==> config.mk <==
export PLATFORM = sky130hd
export DESIGN_NAME = univ_shift_reg
export DESIGN_NICKNAME = d
export VERILOG_FILES = /design/src/rtl/univ_shift_reg.sv
export SDC_FILE = /design/constraint.sdc
export NUM_CORES = 1
export LEC_CHECK = 0
export ABC_AREA = 1
export BUFFER_PORTS_ARGS = -buffer_cell sky130_fd_sc_hd__buf_2
export CORE_MARGIN = 2
export CORE_UTILIZATION = 40
export DETAILED_ROUTE_END_ITERATION = 10
export GPL_TIMING_DRIVEN = 0
export PLACE_DENSITY = 0.65
export SLEW_MARGIN = 15
export SYNTH_ARGS = -nofsm -noshare
export SYNTH_HDL_FRONTEND = slang
export SYNTH_SLANG_ARGS = --single-unit
export TNS_END_PERCENT = 20
==> constraint.sdc <==
create_clock -name clk -period 1.3 [get_ports clk]
set_input_delay 0.065 -clock clk [delete_from_list [all_inputs] [get_ports clk]]
set_output_delay 0.065 -clock clk [all_outputs]
set_load 0.005 [all_outputs]
==> src/rtl/univ_shift_reg.sv <==
// univ_shift_reg: WIDTH-bit universal shift register with per-cycle mode
// control (hold, shift, rotate, load, clear, invert) and an auto-burst
// engine that repeats a shift/rotate mode for a requested number of steps.
module univ_shift_reg #(
    parameter int                 WIDTH     = 8,
    parameter logic [WIDTH-1:0]   RESET_VAL = {WIDTH{1'b0}},
    parameter int                 CNT_W     = 4
) (
    input  logic             clk,
    input  logic             reset,
    input  logic [2:0]       mode,
    input  logic [WIDTH-1:0] d,
    input  logic             sin_msb,
    input  logic             sin_lsb,
    input  logic             start,
    input  logic [CNT_W-1:0] count,
    output logic [WIDTH-1:0] q,
    output logic [WIDTH-1:0] q_bar,
    output logic             sout_msb,
    output logic             sout_lsb,
    output logic             busy,
    output logic             done
);

    localparam logic [2:0] MODE_HOLD = 3'b000;
    localparam logic [2:0] MODE_SHR  = 3'b001;
    localparam logic [2:0] MODE_SHL  = 3'b010;
    localparam logic [2:0] MODE_ROR  = 3'b011;
    localparam logic [2:0] MODE_ROL  = 3'b100;
    localparam logic [2:0] MODE_LOAD = 3'b101;
    localparam logic [2:0] MODE_CLR  = 3'b110;
    localparam logic [2:0] MODE_INV  = 3'b111;

    typedef enum logic {
        ST_IDLE  = 1'b0,
        ST_BURST = 1'b1
    } state_t;

    state_t           state_r;
    logic [WIDTH-1:0] q_r;
    logic [CNT_W-1:0] cnt_r;
    logic [2:0]       lmode_r;
    logic             done_r;
    logic             step_mode_s;

    // Next register value for one operation of the given mode.
    function automatic logic [WIDTH-1:0] next_q(
        input logic [2:0]       op,
        input logic [WIDTH-1:0] cur,
        input logic             s_msb,
        input logic             s_lsb,
        input logic [WIDTH-1:0] load
    );
        logic [WIDTH-1:0] res;
        case (op)
            MODE_HOLD: res = cur;
            MODE_SHR:  res = {s_msb, cur[WIDTH-1:1]};
            MODE_SHL:  res = {cur[WIDTH-2:0], s_lsb};
            MODE_ROR:  res = {cur[0], cur[WIDTH-1:1]};
            MODE_ROL:  res = {cur[WIDTH-2:0], cur[WIDTH-1]};
            MODE_LOAD: res = load;
            MODE_CLR:  res = {WIDTH{1'b0}};
            MODE_INV:  res = ~cur;
            default:   res = cur;
        endcase
        return res;
    endfunction

    // Only the four shift/rotate modes are eligible for an auto-burst.
    always_comb begin
        step_mode_s = 1'b0;
        if ((mode >= MODE_SHR) && (mode <= MODE_ROL)) begin
            step_mode_s = 1'b1;
        end else begin
            step_mode_s = 1'b0;
        end
    end

    // Register, burst sequencer and done pulse; reset overrides everything.
    always_ff @(posedge clk) begin
        if (reset) begin
            q_r     <= RESET_VAL;
            state_r <= ST_IDLE;
            cnt_r   <= {CNT_W{1'b0}};
            lmode_r <= MODE_HOLD;
            done_r  <= 1'b0;
        end else begin
            case (state_r)
                ST_IDLE: begin
                    if (start && step_mode_s) begin
                        if (count != {CNT_W{1'b0}}) begin
                            // The start edge itself performs the first step.
                            q_r     <= next_q(mode, q_r, sin_msb, sin_lsb, d);
                            lmode_r <= mode;
                            cnt_r   <= count - CNT_W'(1);
                            if (count != CNT_W'(1)) begin
                                state_r <= ST_BURST;
                                done_r  <= 1'b0;
                            end else begin
                                done_r  <= 1'b1;
                            end
                        end else begin
                            // Zero-length burst completes immediately.
                            done_r <= 1'b1;
                        end
                    end else begin
                        q_r    <= next_q(mode, q_r, sin_msb, sin_lsb, d);
                        done_r <= 1'b0;
                    end
                end
                ST_BURST: begin
                    // Serial inputs stay live; mode, start and d are ignored.
                    q_r   <= next_q(lmode_r, q_r, sin_msb, sin_lsb, d);
                    cnt_r <= cnt_r - CNT_W'(1);
                    if (cnt_r == CNT_W'(1)) begin
                        state_r <= ST_IDLE;
                        done_r  <= 1'b1;
                    end else begin
                        done_r  <= 1'b0;
                    end
                end
                default: begin
                    state_r <= ST_IDLE;
                    done_r  <= 1'b0;
                end
            endcase
        end
    end

    assign q        = q_r;
    assign q_bar    = ~q_r;
    assign sout_msb = q_r[WIDTH-1];
    assign sout_lsb = q_r[0];
    assign busy     = (state_r == ST_BURST);
    assign done     = done_r;

endmodule

# ---- Word-level counts from Yosys, hierarchy flattened
# Cells that the tools add are included.
dict set report op_classes {
  order_cmp 2
  reduce_logical 8
  eq_ne 20
  mux 19
  bitwise 2
  n_addsub 2
}
# operator count
set ops {}
lappend ops {{$pmux 8 s8} 1}
lappend ops {{$pmux 8 s7} 1}
lappend ops {{$eq 3x3->1 const B} 8}
lappend ops {{$mux 8} 2}
lappend ops {{$pmux 8 s2} 1}
lappend ops {{$eq 3x2->1 const B} 4}
lappend ops {{$mux 1} 9}
lappend ops {{$mux 4} 2}
lappend ops {{$not 8->8} 1}
lappend ops {{$pmux 4 s2} 1}
lappend ops {{$sub 4x1->4 const B} 2}
lappend ops {{$eq 3x1->1 const B} 2}
lappend ops {{$logic_not 3->1} 2}
lappend ops {{$ne 2x2->1 const B} 3}
lappend ops {{$eq 4x1->1 const B} 1}
lappend ops {{$ne 4x1->1 const B} 1}
lappend ops {{$pmux 1 s2} 2}
lappend ops {{$reduce_and 2->1} 2}
lappend ops {{$reduce_bool 4->1} 1}
lappend ops {{$ge 3x1->1 const B} 1}
lappend ops {{$le 3x3->1 const B} 1}
lappend ops {{$ne 3x3->1 const B} 1}
lappend ops {{$reduce_and 3->1} 1}
lappend ops {{$logic_and 1x1->1} 2}
lappend ops {{$not 1->1} 1}
dict set report word_totals {
  input_bits 20
  register_bits 17
  word_cells 58
  output_inout_bits 20
}

# ---- Logic depth before layout (Yosys ltp)
dict set report depth {
  ltp_word 6
  depth_mapped 10
}

# ---- Worst setup path before layout
# OpenSTA, ideal clock, no wires.
dict set report synth_timing {
  path_kind {register to register}
  startpoint {register lmode_r[0]}
  endpoint {register q_r[7] (netlist: q[7])}
  path_stages_with_launch 10
  setup_slack_ps 93
  arrival_ps 1092
  path_buffers 0
  t_required_ps 1185
  synth_period_minus_slack_ps 1207
  cell_sequence {dfxtp_1 -> inv_1 -> nand2_1 -> nand3_1 -> o21ai_0 -> inv_1 -> nand2_1 -> nand2_1 -> nor2_1 -> nor2_1}
}
dict set report synth_between {
  elab_chain_cells 3
  word_cells_on_any_way 12
  cone_classes {eq/ne: 8; mux: 2; reduce/logical: 2}
}
# item line_no
set synth_lines {}
lappend synth_lines {{start: declaration} 42} ;# logic [2:0] lmode_r;
lappend synth_lines {{start signal: assignment} 94} ;# lmode_r <= mode;
lappend synth_lines {{$eq 3x3->1, or another cell as far along} 55} ;# case (op)
lappend synth_lines {{$pmux 8 s7 or $ne 2x2->1 (tied branches)} --}
lappend synth_lines {{$pmux 8 s2 or $reduce_and 2->1 (tied branches)} --}
lappend synth_lines {{end signal: assignment} 93} ;# q_r <= next_q(mode, q_r, sin_msb, sin_lsb, d);
lappend synth_lines {{end signal: assignment} 107} ;# q_r <= next_q(mode, q_r, sin_msb, sin_lsb, d);
lappend synth_lines {{end signal: assignment} 113} ;# q_r <= next_q(lmode_r, q_r, sin_msb, sin_lsb, d);
lappend synth_lines {{end: declaration} 40} ;# logic [WIDTH-1:0] q_r;
# Parallel ways exist; a longest one is shown, timed or not.
# A chain may end at the register's enable or synchronous reset.

# ---- Final worst setup path
dict set report layout_timing {
  startpoint {register state_r (netlist: busy)}
  endpoint {register q_r[0] (netlist: q[0])}
}
dict set report layout_between {
  elab_chain_cells 3
  word_cells_on_any_way 5
  cone_classes {eq/ne: 2; mux: 1; bitwise: 1; reduce/logical: 1}
}
# item line_no
set layout_lines {}
lappend layout_lines {{start: declaration} 39} ;# state_t state_r;
lappend layout_lines {{start signal: assignment} 83} ;# state_r <= ST_IDLE;
lappend layout_lines {{start signal: assignment} 97} ;# state_r <= ST_BURST;
lappend layout_lines {{start signal: assignment} 116} ;# state_r <= ST_IDLE;
lappend layout_lines {{$not 1->1 (no source line)} --}
lappend layout_lines {{$ne 3x3->1 (no source line)} --}
lappend layout_lines {{$reduce_and 2->1 (no source line)} --}
# Parallel ways exist; a longest one is shown, timed or not.

==> results.py <==
metrics = {
    "setup_path": {
        "path_delay_family": "simple AND/OR/NAND/NOR gates",
        "r2r_cells": 7,
        "required_ns": 1.43,
        "path_buf_inv": 3,
        "critPathLaunch": "busy$_SDFF_PP0_",
        "slowest_stage": "dfxtp_2",
        "reg2reg_to": "q[0]$_SDFFE_PP0P_",
        "critPathCaptureType": "flop",
        "r2r-start": "busy$_SDFF_PP0_",
        "crit_chain": "buf_6 -> clkinvlp_4 -> nand4_1 -> nand2_4 -> inv_8 -> nand3_1 -> a21oi_2",
        "cpPeakStageDelay_ns": 0.33,
        "r2r_slack_ns": 0.01,
        "arrival_ns": 1.42,
        "startpoint_type": "flop",
        "crit_fanout": 8,
        "path_class": "reg -> reg",
    },
    "drt": {
        "firstDrtPassIters": 5,
        "met1_length_mm": 2.13,
        "wl_met3_um": 292,
        "via_per_inst": 5.10,
        "detail_route.wl_per_cell_um": 12.8,
        "first_iter_violations": 137,
        "dr_total_vias": 1887,
        "ant_nets": 0,
        "wirelength_mm": 4.75,
        "wl_met2_mm": 2.26,
        "drc_errors": 0,
        "maxUsedRoutingLayer": "met4",
    },
    "die": {
        "die_x_um": 66.1,
        "die_y_um": 66.1,
        "start_util_pct": 41.8,
        "core_area_um2": 3690,
        "pin_count": 40,
        "rows": 22,
        "die-area_um2": 4370,
    },
    "pwr": {
        "p_int_mw": 1.08,
        "p_sw_share_pct": 39.2,
        "clkPwrFrac_pct": 24.1,
        "ir_drop_v": 0.000443,
        "p_comb_share_pct": 38.9,
        "seqPwrFrac_pct": 37.0,
        "power_switching_mw": 0.698,
        "power_leakage_nw": 0.951,
        "cellPowerDensity_nw_per_um2": 883,
    },
    "clock_tree": {
        "clock_latency_ns": 0.26,
        "cts_max_level": 1,
        "clk_path_buf_depth": 2,
        "cts_inserted_buffers": 3,
        "cts_tree": "done",
        "hold_buffers": 0,
        "root_buffer": "clkbuf_8",
        "clkTransAtPathRegs_ns": 0.08,
        "cts_num_sinks": 17,
    },
    "hold_path": {
        "whs_endpoint": "lmode_r[1]$_SDFFE_PP0P_",
        "holdCritStartpoint": "mode[1]",
        "worstHoldPathCells": 3,
        "hp-class": "in -> reg",
    },
    "finish": {
        "nets": 347,
        "area_growth_syn_to_layout_pct": 30.7,
        "drive_above_1_share_pct": 27.0,
        "stdcell_count": 370,
        "antenna_cells": 0,
    },
    "sta": {
        "fmax_mhz": 777,
        "final.setup_skew_ns": 0.00563,
        "setup_slack_ns": 0.0122,
        "post-route-min-period_ns": 1.29,
        "report.final.slew_viol_count": 0,
        "fin_tns_setup_ns": 0,
        "max_slew.worst_pin.slew_ns": 0.584,
        "slew_headroom_pct": 61.1,
        "finalSetupViolations": 0,
        "period_share_pct": 99.1,
        "hold_viol_final": 0,
        "rsz0062_at_grt": "true",
        "whs_ns": 0.132,
    },
    "placement": {
        "place_ws_ns": -0.201,
        "placed_cells": 359,
        "detailed_place_hpwl_mm": 3.31,
        "place.port_buffers": 37,
        "routabilityCongestion": 0.816,
    },
    "yosys": {
        "synth_nets": 298,
        "synth_edf_count": 0,
        "avgSynthCellArea_um2": 5.63,
        "ys_seq_elements": 17,
        "async_reset_ff_share_pct": 0,
        "synth_cells": 274,
        "ys_types": 27,
        "synth-seq-area-share_pct": 22.1,
        "synthesis.area_um2": 1540,
        "yosys_warnings": 0,
        "ys.flop_type": "dfxtp_1",
    },
    "global_routing": {
        "grt_pass1_wl_mm": 7.49,
        "antenna_found_initial": 0,
        "grt_usage_pct": 22.5,
        "grt_pass1_vias": 1618,
        "grt_max_degree": 11,
        "grt_overflow": 0,
    },
    "run_status": {
        "status": "complete, no violations",
    },
    "run": {
        "cap_violations": 0,
    },
}
[final cells by class]
cell class	count	area [um2]
repair buffers	43	243
fillers	406	1670
inverters	42	171
plain buffers	10	67.6
multi-input cells	206	1070
clock inverters	1	5.00
clock buffers	3	41.3
flip-flops and latches	17	354
well taps	48	60.1
[flip-flops by register name (all words and copies together), names as in the netlist]
signal,count
q,8
cnt_r,4
lmode_r,3
busy,1
done,1
[cells by family after synthesis]
| kind of cell | share of synthesized area, % |
|---|---|
| mux | 0.649 |
| buf+inv | 14.0 |
| compound gates | 13.8 |
| xor+xnor | 1.14 |
| flops | 22.1 |
| simple gates | 45.0 |
| fa+ha+maj | 3.25 |
[cell usage after synthesis, types with 2 or more instances]
master	count	area, um2
nand2_2	3	18.8
ha_1	4	50.1
nand2_1	47	176
a21oi_1	15	75.1
buf_4	2	15.0
o21ai_2	2	17.5
nor3_1	4	20.0
inv_2	3	11.3
nor2_1	55	206
buf_2	3	15.0
nor2_2	2	12.5
o21ai_0	20	100
nand3_1	29	145
clkbuf_1	3	11.3
o21ai_1	4	20.0
nand3b_1	3	22.5
nand4_1	12	75.1
inv_1	38	143
dfxtp_1	17	340
[per-stage QoR]
step / util, % / total power [mW] / cell area (um2)
2_1_floorplan: - / 1.05 / 1540
5_1_grt: 54.6 / 1.91 / 2010
3_3_place_gp: 48.4 / 1.25 / 1790
6_report: 54.6 / 1.78 / 2010
3_5_place_dp: 48.4 / 1.26 / 1790
4_1_cts: 51.4 / 1.71 / 1890
[timing repair]
action / in CTS / in global routing
endpoints found under the setup margin: 17 / 14
pin swaps: 1 / 5
gates cloned: 1 / 0
gates resized for setup: 13 / 27
setup buffers: 3 / 3
[power groups by stage]
stage / clock network, mW / registers [mW] / logic [mW]
after floorplan: 0 / 0.644 / 0.402
after global placement: 0 / 0.654 / 0.597
after detailed placement: 0 / 0.656 / 0.602
after CTS: 0.437 / 0.648 / 0.630
after global routing: 0.456 / 0.668 / 0.781
final: 0.428 / 0.658 / 0.692
[layout by cell type, fill, tap and decap left out, types with 4 or more instances in the layout]
cell | Yosys | final
nor2_1 | 55 | 53
o21ai_0 | 20 | 18
nand4_1 | 12 | 12
dfxtp_1 | 17 | 12
ha_1 | 4 | 4
inv_1 | 38 | 34
nand2_2 | 3 | 5
nor3_1 | 4 | 4
a21oi_1 | 15 | 12
nand3_1 | 29 | 25
inv_2 | 3 | 5
o21ai_1 | 4 | 6
buf_4 | 2 | 8
buf_2 | 3 | 37
nand2_1 | 47 | 44
[worst register-to-register path, cell delays in order, from the launching register on]
cell and delay, ns:
dfxtp_2 0.33, buf_6 0.13, clkinvlp_4 0.08, nand4_1 0.20, nand2_4 0.21, inv_8 0.07
nand3_1 0.09, a21oi_2 0.06
[worst max path at each step]
| stage | depth (start not counted) | slack (ns) | to |
|---|---|---|---|
| 4_1_cts | 7 | 0.004 | q[0]$_SDFFE_PP0P_ |
| 2_1_floorplan | 9 | 0.09 | q[7]$_SDFFE_PP0P_ |
| 5_1_grt | 9 | -0.10 | q[0]$_SDFFE_PP0P_ |
| 3_5_place_dp | 10 | -0.20 | q[7]$_SDFFE_PP0P_ |
| 6_report | 7 | 0.01 | q[0]$_SDFFE_PP0P_ |
| 3_3_place_gp | 10 | -0.16 | q[7]$_SDFFE_PP0P_ |
[metal layers]
metal	global-route usage (%)	vias up
li1	-	976
met1	29.4	837
met2	36.0	65
met3	3.58	9
met4	10.5	0
met5	0	-
Note: power is estimated with default switching activity, not from simulation.
